File: config.mk
export PLATFORM = sky130hd
export DESIGN_NAME = rr_arbiter_2x4_flat
export DESIGN_NICKNAME = d
export VERILOG_FILES = /design/src/rtl/rr_arbiter_2x4_if.sv /design/src/rtl/rr_arbiter_2x4.sv /design/src/flat_wrapper.sv
export SDC_FILE = /design/constraint.sdc
export NUM_CORES = 1
export LEC_CHECK = 0
export CAP_MARGIN = 20
export CORE_MARGIN = 4
export CORE_UTILIZATION = 35
export DETAILED_ROUTE_END_ITERATION = 7
export PLACE_DENSITY = 0.62
export SLEW_MARGIN = 10
export SYNTH_ARGS = -nofsm -noshare
export SYNTH_HDL_FRONTEND = slang
export SYNTH_SLANG_ARGS = --single-unit
File: constraint.sdc
create_clock -name clk -period 4.2 [get_ports clk]
set_input_delay 0.84 -clock clk [delete_from_list [all_inputs] [get_ports clk]]
set_output_delay 0.84 -clock clk [all_outputs]
set_load 0.05 [all_outputs]
File: src/rtl/rr_arbiter_2x4_if.sv
// Request/grant bundle between four requesters and the round-robin arbiter.
// The arbiter takes the slave side; requesters (or a bench) take the master side.
interface rr_arbiter_2x4_if;
  logic [3:0] req;
  logic [3:0] gnt;
  logic [1:0] gnt_id;
  logic       gnt_valid;

  modport master (output req, input gnt, gnt_id, gnt_valid);
  modport slave  (input req, output gnt, gnt_id, gnt_valid);
endinterface

File: src/rtl/rr_arbiter_2x4.sv
// Four-way round-robin arbiter with bounded hold time. All outputs come from
// registered state, so there is no combinational path from req to any output.
module rr_arbiter_2x4 #(
  parameter int MAX_HOLD = 4
) (
  input logic              clk,
  input logic              rst_n,
  rr_arbiter_2x4_if.slave  bus
);
  localparam int NUM_REQ = 4;

  typedef enum logic {IDLE, GRANT} state_t;

  state_t     state, state_nx;
  logic [1:0] gnt_id, gnt_id_nx;
  logic [1:0] ptr, ptr_nx;
  logic [3:0] hold_cnt, hold_nx;

  logic       found;
  logic [1:0] win;
  logic [1:0] idx;
  logic       keep;

  // Search ptr, ptr+1, ... ptr+3; ptr already points past the last owner,
  // so the current owner is naturally considered last.
  always_comb begin
    found = 1'b0;
    win   = ptr;
    idx   = ptr;
    for (int i = 0; i < NUM_REQ; i++) begin
      idx = ptr + 2'(i);
      if (!found && bus.req[idx]) begin
        found = 1'b1;
        win   = idx;
      end
    end
  end

  assign keep = (state == GRANT) && bus.req[gnt_id] && (hold_cnt < 4'(MAX_HOLD));

  always_ff @(posedge clk) begin
    if (!rst_n) begin
      state    <= IDLE;
      gnt_id   <= 2'd0;
      ptr      <= 2'd0;
      hold_cnt <= 4'd0;
    end else begin
      state    <= state_nx;
      gnt_id   <= gnt_id_nx;
      ptr      <= ptr_nx;
      hold_cnt <= hold_nx;
    end
  end

  always_comb begin
    state_nx  = state;
    gnt_id_nx = gnt_id;
    ptr_nx    = ptr;
    hold_nx   = hold_cnt;
    if (keep) begin
      hold_nx = hold_cnt + 4'd1;
    end else if (found) begin
      // Back-to-back hand-off (or owner re-winning after an expired hold).
      state_nx  = GRANT;
      gnt_id_nx = win;
      ptr_nx    = win + 2'd1;
      hold_nx   = 4'd1;
    end else begin
      state_nx = IDLE;
      hold_nx  = 4'd0;
    end
  end

  assign bus.gnt_valid = (state == GRANT);
  assign bus.gnt_id    = gnt_id;

  for (genvar g = 0; g < NUM_REQ; g++) begin : g_dec
    assign bus.gnt[g] = (state == GRANT) && (gnt_id == 2'(g));
  end
endmodule
File: src/flat_wrapper.sv
// flat-port wrapper written by rule: the top's interface ports become plain ports
module rr_arbiter_2x4_flat 
#(
  parameter int MAX_HOLD = 4
)
  (clk, rst_n, bus_req, bus_gnt, bus_gnt_id, bus_gnt_valid);
  rr_arbiter_2x4_if bus_i ();
  input logic clk;
  input logic rst_n;
  input wire logic [$bits(bus_i.req)-1:0] bus_req;
  output wire logic [$bits(bus_i.gnt)-1:0] bus_gnt;
  output wire logic [$bits(bus_i.gnt_id)-1:0] bus_gnt_id;
  output wire logic [$bits(bus_i.gnt_valid)-1:0] bus_gnt_valid;
  assign bus_i.req = bus_req;
  assign bus_gnt = bus_i.gnt;
  assign bus_gnt_id = bus_i.gnt_id;
  assign bus_gnt_valid = bus_i.gnt_valid;
  rr_arbiter_2x4 #(.MAX_HOLD(MAX_HOLD)) u_core (.clk(clk), .rst_n(rst_n), .bus(bus_i));
endmodule
==> impl_metrics.csv <==
group,metric,value,unit
synthesis,syn_inst,58,
sta,period_share,61.8,%
synthesis,synthFlopType,"dfxtp_1",
grt,grt_pass1_wl,1840,µm
synthesis,synth-seq-cells,9,
grt,grt_overflow,0,
cells_and_area,area_growth,27.1,%
synthesis,synthArstFlopShare,0,%
critical_path,crit_required,3360,ps
floorplan,pin_count,13,
floorplan,die_y,46.9,µm
placed_design,gp_congestion,0.711,
synthesis,synth_nets,65,
critical_path,path_buf_inv,1,
sta,slew-limit-headroom,62.4,%
critical_path,cp.arrival,1760,ps
route,drt_wl_total,1060,µm
sta,timing.fmax,385,MHz
synthesis,seq_area_frac_synth,34.0,%
floorplan,num_rows,13,
sta,setup_viol,0,
synthesis,netlist_area,531,µm²
route,wl_per_cell,12.2,µm
floorplan,core_area,1370,µm²
placed_design,placed_cell_area,648,µm²
sta,worst_slew_pin_slew,560,ps
route,viasPerCell,5.47,
sta,period_minus_slack,2600,ps
run_status,status,"complete, no violations",
clocking,root_buffer,"clkbuf_4",
grt,grt_max_degree,10,
power,power_switching,0.0000823,W
power,vdd_drop_max,214,µV
critical_path,critPathTopFamily,"buffers and inverters",
sta,slew_viol_final,0,
synthesis,ys_top_cells_by_area,"dfxtp_1 34%, nor2_1 6.4%, o21ai_0 5.7%",
clocking,clock_path_buffers,2,
synthesis,synth_top_area_share,34.0,%
sta,finalSetupTns,0,ps
synthesis,ys_warn_count,0,
route,first_pass_iters,4,
cells_and_area,n_antenna_cell,0,
cells_and_area,finish.instance_area,674,µm²
cells_and_area,regArea,180,µm²
floorplan,initial_core_util,38.8,%
critical_path,crit_path_end_kind,"output port",
placed_design,numPortBuffers,12,
clocking,ctsResizeCount,0,
floorplan,die_area,2200,µm²
flow_run,cap_violations,0,
sta,hold_slack,461,ps
route,drtIter0Drc,22,
power,p_leak,0.278,nW
critical_path,start_kind,"flip-flop",
synthesis,yosysTopAreaCell,"dfxtp_1",
clocking,cts.clk_slew.worst_paths,60,ps
critical_path,cp_slowest_cell,"clkdlybuf4s50_1",
grt,grt_pass1_vias,411,
worst_hold_path,hp-class,"reg -> reg",
floorplan,die_w,46.9,µm
power,seqPwrFrac,42.5,%
route,ant_nets,0,
sta,finClkSkew,8.90,ps
route,drcViolationCount,0,
power,power_density,362,nW/µm²
power,finalPower,0.000244,W
critical_path,crit_path_max_fanout,7,
synthesis,synth_edf_count,0,
clocking,cts_max_level,1,
clocking,clkLatencyLatePin,270,ps
synthesis,synth.distinct_cells,28,
grt,track_usage,12.1,%
clocking,post-cts-setup-buffers,0,
clocking,holdBufCountCts,0,
power,p_sw_share,33.7,%
clocking,cts_tree,"built",
placed_design,place_hpwl,793,µm
cells_and_area,nNetsFinal,80,
critical_path,path_cells,"nor3b_1 -> clkdlybuf4s50_1",
power,internal_power,0.000162,W
cells_and_area,nFillCells,139,
cells_and_area,drive_gt1_share,16.7,%
sta,grt_setup_unrepaired,"false",
power,pwr-share-clk,27.0,%
clocking,cts_num_sinks,9,
sta,hold_viol,0,
grt,antenna_found_initial,0,
synthesis,synth_commonest_cells,"9 x dfxtp_1, 9 x nor2_1, 6 x o21ai_0",
critical_path,critPathKind,"reg -> out",
power,comb_power_share,30.4,%
cells_and_area,multi_input_area,322,µm²
synthesis,avgSynthCellArea,9.15,µm²
critical_path,max_stage_delay,830,ps
clocking,cts_inserted_buffers,3,
route,vias,476,
## state kept, by name (all words and copies together) (netlist names)
signal / flops
u_core.bus.gnt_valid: 1
u_core.hold_cnt: 4
u_core.ptr: 2
u_core.bus.gnt_id: 2
## logic make-up after synthesis
logic type	after synthesis	share of synthesized area (%)
flip-flops	9	34.0
AO/OA/AOI/OAI	16	23.1
multiplexers	1	4.24
buffers and inverters	4	5.42
adder cells (fa/ha/maj)	1	2.36
AND/OR/NAND/NOR	24	26.9
XOR/XNOR	2	3.30
other	1	0.707
## metrics by stage
stage	util (%)	setup WS, ps	instances
global route	49.4	1530	87
floorplan	-	1410	58
finish	49.4	1600	87
detailed placement	47.4	1610	83
global placement	47.4	1610	83
CTS	49.4	1580	87
## worst paths after layout
path	to	startpoint	depth (start not counted)	slack, ps
worst max-delay path	bus_gnt[0]	u_core.bus.gnt_valid	2	1600
worst min-delay path	u_core.hold_cnt[0]	u_core.hold_cnt[0]	1	460
worst max register to register	u_core.ptr[0]	u_core.bus.gnt_id[0]	4	2520
worst min register to register	u_core.hold_cnt[0]	u_core.hold_cnt[0]	1	460
## layer usage
layer / share of wire, % / vias to the layer above / track usage [%]
met4: 2.0 / 0 / 6.63
li1: - / 237 / -
met5: 0 / - / 0
met2: 43 / 22 / 16.8
met1: 46 / 213 / 15.2
met3: 9.0 / 4 / 5.75
## power by group through the flow
stage	sequential [W]	clock, W	combinational, W
floorplan	0.000111	0	0.0000466
global placement	0.000106	0	0.0000743
detailed placement	0.000106	0	0.0000742
CTS	0.000104	0.0000686	0.0000744
global route	0.000106	0.0000719	0.0000805
finish	0.000104	0.0000661	0.0000744
## final cells by class
| cell class | instances | share of cell area [%] |
|---|---|---|
| multi-input combinational | 45 | 47.7 |
| sequential | 9 | 26.7 |
| timing repair buffer | 12 | 17.8 |
| clock buffer | 4 | 3.90 |
| tap | 15 | 2.78 |
| inverter | 2 | 1.11 |
## cell usage in the layout (no fill, tap or decap), types with 2 or more instances in the layout
| cell type | instances |
|---|---|
| a21oi_1 | 3 |
| clkdlybuf4s50_1 | 12 |
| nor2_1 | 9 |
| inv_1 | 2 |
| and3_1 | 3 |
| o21ai_0 | 6 |
| clkbuf_4 | 3 |
| and2b_2 | 3 |
| nand4_1 | 2 |
| dfxtp_1 | 9 |
| a211o_2 | 2 |
(Power assumes the default switching activity.)
